[config.mk]
export PLATFORM = sky130hd
export DESIGN_NAME = mat2x2_stream_mult_flat
export DESIGN_NICKNAME = d
export VERILOG_FILES = /design/src/rtl/mat2x2_stream_mult_if.sv /design/src/rtl/mat2x2_stream_mult.sv /design/src/flat_wrapper.sv
export SDC_FILE = /design/constraint.sdc
export NUM_CORES = 2
export LEC_CHECK = 0
export CAP_MARGIN = 20
export CORE_MARGIN = 8
export CORE_UTILIZATION = 35
export CTS_BUF_LIST = sky130_fd_sc_hd__clkbuf_8
export CTS_CLUSTER_SIZE = 8
export DETAILED_ROUTE_END_ITERATION = 6
export PLACE_DENSITY_LB_ADDON = 0.1
export SYNTH_ARGS = -nofsm -noshare
export SYNTH_HDL_FRONTEND = slang
export SYNTH_SLANG_ARGS = --single-unit
[constraint.sdc]
create_clock -name clk -period 11.44 [get_ports clk]
set_input_delay 2.86 -clock clk [delete_from_list [all_inputs] [get_ports clk]]
set_output_delay 2.86 -clock clk [all_outputs]
set_load 0.03 [all_outputs]
[src/rtl/mat2x2_stream_mult_if.sv]
// Operand/result stream bundle for mat2x2_stream_mult.
interface mat2x2_stream_mult_if;
  logic        in_valid;
  logic        in_ready;
  logic [31:0] in_data;
  logic        out_valid;
  logic        out_ready;
  logic [31:0] out_data;
  logic        busy;
  logic        ovf;

  modport master (
    output in_valid, in_data, out_ready,
    input  in_ready, out_valid, out_data, busy, ovf
  );

  modport slave (
    input  in_valid, in_data, out_ready,
    output in_ready, out_valid, out_data, busy, ovf
  );
endinterface

[src/rtl/mat2x2_stream_mult.sv]
// Streaming 2x2 signed matrix multiply with one shared 32x32 multiplier.
// MAT_SAT_EN: clamp out-of-range elements instead of wrapping to 32 bits.
module mat2x2_stream_mult (
  input  logic               clk,
  input  logic               rst,
  mat2x2_stream_mult_if.slave bus
);
  typedef enum logic [1:0] {LOAD, COMPUTE, DRAIN} state_t;

  state_t           state;
  logic [2:0]       cnt;
  logic [7:0][31:0] ops;
  logic [3:0][31:0] res;
  logic [65:0]      acc, acc_next;
  logic [31:0]      mul_a, mul_b, narrow;
  logic [63:0]      prod;
  logic             oor, in_fire, out_fire;

  assign in_fire  = bus.in_valid && bus.in_ready;
  assign out_fire = bus.out_valid && bus.out_ready;

  // ops[7] is A00 and ops[0] is B11; in COMPUTE cnt = {i,j,k}.
  always_comb begin
    mul_a    = ops[3'd7 - {1'b0, cnt[2], cnt[0]}];
    mul_b    = ops[3'd3 - {1'b0, cnt[0], cnt[1]}];
    prod     = {{32{mul_a[31]}}, mul_a} * {{32{mul_b[31]}}, mul_b};
    acc_next = (cnt[0] ? acc : 66'd0) + {{2{prod[63]}}, prod};
    oor      = !((&acc_next[65:31]) || !(|acc_next[65:31]));
`ifdef MAT_SAT_EN
    narrow   = oor ? (acc_next[65] ? 32'h8000_0000 : 32'h7FFF_FFFF) : acc_next[31:0];
`else
    narrow   = acc_next[31:0];
`endif
  end

  always_ff @(posedge clk) begin
    if (rst) begin
      state         <= LOAD;
      cnt           <= '0;
      ops           <= '0;
      res           <= '0;
      acc           <= '0;
      bus.in_ready  <= 1'b1;
      bus.out_valid <= 1'b0;
      bus.out_data  <= '0;
      bus.busy      <= 1'b0;
      bus.ovf       <= 1'b0;
    end else begin
      case (state)
        LOAD: if (in_fire) begin
          ops <= {ops[6:0], bus.in_data};
          cnt <= cnt + 3'd1;
          if (cnt == 3'd0) bus.ovf <= 1'b0;
          if (cnt == 3'd7) begin
            state        <= COMPUTE;
            bus.in_ready <= 1'b0;
            bus.busy     <= 1'b1;
          end
        end
        COMPUTE: begin
          acc <= acc_next;
          cnt <= cnt + 3'd1;
          // k=1 closes element (i,j)
          if (cnt[0]) begin
            res[cnt[2:1]] <= narrow;
            if (oor) bus.ovf <= 1'b1;
          end
          if (cnt == 3'd7) begin
            state         <= DRAIN;
            bus.out_valid <= 1'b1;
            bus.out_data  <= res[0];
          end
        end
        DRAIN: if (out_fire) begin
          if (cnt == 3'd3) begin
            state         <= LOAD;
            cnt           <= '0;
            bus.out_valid <= 1'b0;
            bus.in_ready  <= 1'b1;
            bus.busy      <= 1'b0;
          end else begin
            cnt          <= cnt + 3'd1;
            bus.out_data <= res[cnt[1:0] + 2'd1];
          end
        end
        default: state <= LOAD;
      endcase
    end
  end
endmodule

[src/flat_wrapper.sv]
// flat-port wrapper written by rule: the top's interface ports become plain ports
module mat2x2_stream_mult_flat 
  (clk, rst, bus_in_valid, bus_in_data, bus_out_ready, bus_in_ready, bus_out_valid, bus_out_data, bus_busy, bus_ovf);
  mat2x2_stream_mult_if bus_i ();
  input  logic clk;
  input  logic rst;
  input wire logic [$bits(bus_i.in_valid)-1:0] bus_in_valid;
  input wire logic [$bits(bus_i.in_data)-1:0] bus_in_data;
  input wire logic [$bits(bus_i.out_ready)-1:0] bus_out_ready;
  output wire logic [$bits(bus_i.in_ready)-1:0] bus_in_ready;
  output wire logic [$bits(bus_i.out_valid)-1:0] bus_out_valid;
  output wire logic [$bits(bus_i.out_data)-1:0] bus_out_data;
  output wire logic [$bits(bus_i.busy)-1:0] bus_busy;
  output wire logic [$bits(bus_i.ovf)-1:0] bus_ovf;
  assign bus_i.in_valid = bus_in_valid;
  assign bus_i.in_data = bus_in_data;
  assign bus_i.out_ready = bus_out_ready;
  assign bus_in_ready = bus_i.in_ready;
  assign bus_out_valid = bus_i.out_valid;
  assign bus_out_data = bus_i.out_data;
  assign bus_busy = bus_i.busy;
  assign bus_ovf = bus_i.ovf;
  mat2x2_stream_mult u_core (.clk(clk), .rst(rst), .bus(bus_i));
endmodule
==> results.py <==
metrics = {
    "timing": {
        "slew_headroom_pct": 29.0,
        "fin_tns_setup_ns": -0.0434,
        "period_share_pct": 100,
        "slew_viol_final": 0,
        "finClkSkew_ns": 0.0410,
        "fmax_mhz": 87.1,
        "hold_violations": 0,
        "period_needed_ns": 11.48,
        "worst_slack_ns": -0.0434,
        "rsz0062_at_grt": "true",
        "worst_pin_slew_ns": 1.07,
        "setup_viol_count_final": 1,
    },
    "die": {
        "rows": 151,
        "fp.dieH_um": 428,
        "start_util_pct": 35.1,
        "die-area_um2": 183000,
        "core-area_um2": 169000,
        "pin_count": 72,
        "die_x_um": 428,
    },
    "yosys": {
        "syn_nets": 8415,
        "synth_cell_type_count": 95,
        "ys_seq_elements": 491,
        "synth_edf_count": 0,
        "syn_inst": 7041,
        "async_flop_share_pct": 0,
        "ys_warn_count": 0,
        "synth_area_per_cell_um2": 8.43,
        "synth_seq_area_share_pct": 16.6,
        "ys.flop_type": "dfxtp_1",
        "syn_area_um2": 59300,
    },
    "power": {
        "p_per_area_nw_per_um2": 68.4,
        "ir_drop_mv": 0.0989,
        "leakagePower_uw": 0.0327,
    },
    "global_routing": {
        "overflow": 0,
        "grt_pass1_wl_um": 335000,
        "grt_usage_pct": 24.4,
        "grt_max_degree": 176,
        "antenna_found_initial": 5,
        "grt_pass1_vias": 53287,
    },
    "setup_path": {
        "start_kind": "register",
        "crit_top_cell": "fa_1",
        "slowest_stage": "fa_1",
        "startpoint": "u_core.cnt[0]$_SDFFE_PP0P_",
        "cp.arrival_ns": 12.16,
        "path_class": "reg2reg",
        "crit-reg2reg-capture": "u_core.bus.ovf$_SDFFE_PP0P_",
        "r2r_start": "u_core.cnt[0]$_SDFFE_PP0P_",
        "slowest_delay_ns": 0.62,
        "ff2ff_setup_slack_ns": -0.04,
        "crit_fanout": 16,
        "cp-end-kind": "register",
        "r2r_cells": 45,
        "cp.required_ns": 12.11,
    },
    "cts": {
        "root_buffer": "clkbuf_8",
        "cts_inserted_buffers": 94,
        "ctsHoldBuffers": 0,
        "cts_tree": "built",
        "cts_num_sinks": 491,
        "clk_latency_ns": 0.79,
        "clkTransAtPathRegs_ns": 0.06,
        "cts_max_path_buffers": 3,
        "cts_htree_levels": 3,
    },
    "finish": {
        "syn2layout_area_growth_pct": 23.4,
        "layout.nets": 9253,
        "final_common_cell": "nand2_1",
        "drive_gt1_share_pct": 17.7,
        "mostFrequentLayoutCells": "nand2_1 (1515), fa_1 (1080), inv_1 (997)",
    },
    "routing": {
        "drc": 0,
        "drt_iter0_markers": 3680,
        "vias": 51030,
        "final_antenna_net_count": 0,
        "wirelength_um": 221000,
        "avgRoutedWirePerCell_um": 21.8,
        "first_pass_iters": 7,
        "via_per_inst": 5.01,
    },
    "place": {
        "port-buffer-count": 71,
        "dp_hpwl_um": 184000,
        "gp_congestion": 0.942,
        "place_ws_ns": -0.550,
    },
    "worst_hold_path": {
        "whs_path_depth": 2,
        "hp-start": "u_core.ops[86]$_SDFFE_PP0P_",
        "min_path_type": "reg2reg",
        "whs_endpoint": "u_core.ops[118]$_SDFFE_PP0P_",
    },
    "flow_run": {
        "maxCapViolations": 0,
    },
    "run_status": {
        "status": "complete, but fails checks",
        "violations": "setup timing",
    },
}
-- registers in the layout, summed over array words and instances (netlist names) --
register              count
u_core.bus.out_data      32
u_core.bus.ovf            1
u_core.bus.out_valid      1
u_core.ops              256
u_core.bus.in_ready       1
u_core.cnt                3
u_core.state              2
u_core.acc               66
u_core.res              128
u_core.bus.busy           1
-- cells in the mapped netlist, types with 5 or more instances --
cell type | count | area, um^2
o211ai_1 | 6 | 45.0
mux2i_1 | 89 | 891
nand2_1 | 1516 | 5690
a21o_1 | 50 | 375
o21ai_0 | 113 | 566
o21a_1 | 72 | 541
nor3_1 | 31 | 155
a211oi_1 | 40 | 300
a21oi_1 | 595 | 2980
dfxtp_1 | 491 | 9830
xor2_1 | 50 | 438
buf_2 | 6 | 30.0
nor4_1 | 7 | 43.8
a221oi_1 | 5 | 43.8
fa_1 | 1083 | 21700
nor2_1 | 652 | 2450
mux4_2 | 11 | 248
or3_1 | 6 | 37.5
clkbuf_1 | 368 | 1380
ha_1 | 255 | 3190
and4_1 | 7 | 61.3
buf_1 | 31 | 116
o21bai_1 | 19 | 143
nand2b_1 | 14 | 87.6
nor2b_1 | 18 | 113
nand3_1 | 30 | 150
and3_1 | 9 | 56.3
a21boi_0 | 9 | 67.6
nand4_1 | 34 | 213
xnor2_1 | 74 | 648
and2_1 | 105 | 657
o21ai_1 | 41 | 205
o31a_1 | 34 | 298
o31ai_1 | 7 | 52.6
inv_1 | 970 | 3640
a31oi_1 | 13 | 81.3
o221ai_1 | 36 | 315
mux2_2 | 53 | 597
-- where the power goes --
part / internal (uW) / leakage (uW) / switching (uW) / total, uW
Combinational: 589 / 0.0277 / 814 / 1400
Sequential: 1720 / 0.00396 / 13.7 / 1740
Clock: 1010 / 0.00112 / 860 / 1870
Total: 3320 / 0.0327 / 1690 / 5010
-- cell families (layout without fill, tap and decap cells) --
group / after synthesis / count (layout) / synth area share [%]
simple gates: 2462 / 2462 / 16.9
buf+inv: 1378 / 2292 / 8.75
fa+ha+maj: 1338 / 1338 / 41.9
compound gates: 1094 / 1094 / 11.1
flops: 491 / 491 / 16.6
mux: 153 / 153 / 2.93
xor+xnor: 125 / 125 / 1.87
other cells: 0 / 3 / 0
-- through the flow --
| step | util [%] | power, uW | hold WS, ns | instance area, um^2 | std cells |
|---|---|---|---|---|---|
| 4_1_cts | 43.1 | 5070 | 0.434 | 72800 | 10165 |
| 3_5_place_dp | 41.9 | 3150 | 0.442 | 70700 | 9983 |
| 5_1_grt | 43.3 | 5270 | 0.452 | 73200 | 10174 |
| 6_report | 43.3 | 5010 | 0.442 | 73200 | 10176 |
| 2_1_floorplan | - | 2430 | 0.432 | 59300 | 7041 |
| 3_3_place_gp | 41.9 | 3160 | 0.438 | 70700 | 9983 |
-- routing by layer --
metal  up-vias  GRT usage (%)  part of all wire (%)  routed length (um)
li1      23638              -                     -                   -
met2      1397           39.3                    45              101000
met5         -              0                 0.014                  32
met3       259           4.53                   6.7               14800
met4         4           6.27                   2.9                6310
met1     25732           33.8                    45               99800
-- worst max path at each step --
stage	end	cells past startpoint	slack, ns
floorplan	u_core.bus.ovf$_SDFFE_PP0P_	39	0.05
global placement	u_core.bus.ovf$_SDFFE_PP0P_	46	-0.46
detailed placement	u_core.bus.ovf$_SDFFE_PP0P_	46	-0.55
CTS	u_core.bus.ovf$_SDFFE_PP0P_	44	-0.08
global route	u_core.bus.ovf$_SDFFE_PP0P_	52	-0.52
finish	u_core.bus.ovf$_SDFFE_PP0P_	45	-0.04
-- cell type report --
class	count	area [um^2]
fillers	17220	95700
multi-input cells	5172	44700
repair buffers	1149	10200
flip-flops and latches	491	9840
inverters	971	3640
well taps	2218	2780
clock buffers	115	1580
clock inverters	57	410
diodes	3	7.51
-- worst max-delay path, delay by kind of cell (launching register included) --
family | cells | cell delay (ns)
compound gates | 14 | 2.26
fa+ha+maj | 10 | 4.74
flops | 1 | 0.40
xor+xnor | 2 | 0.45
buf+inv | 8 | 1.19
simple gates | 10 | 1.91
mux | 1 | 0.36
-- what timing repair did --
| action | 4_1_cts | 5_1_grt |
|---|---|---|
| setup endpoints to repair | 2 | 11 |
| pin swaps | 5 | 9 |
| cloned | 0 | 1 |
| setup buffers | 10 | 7 |
| resized for setup | 21 | 63 |
(Power assumes the default switching activity.)
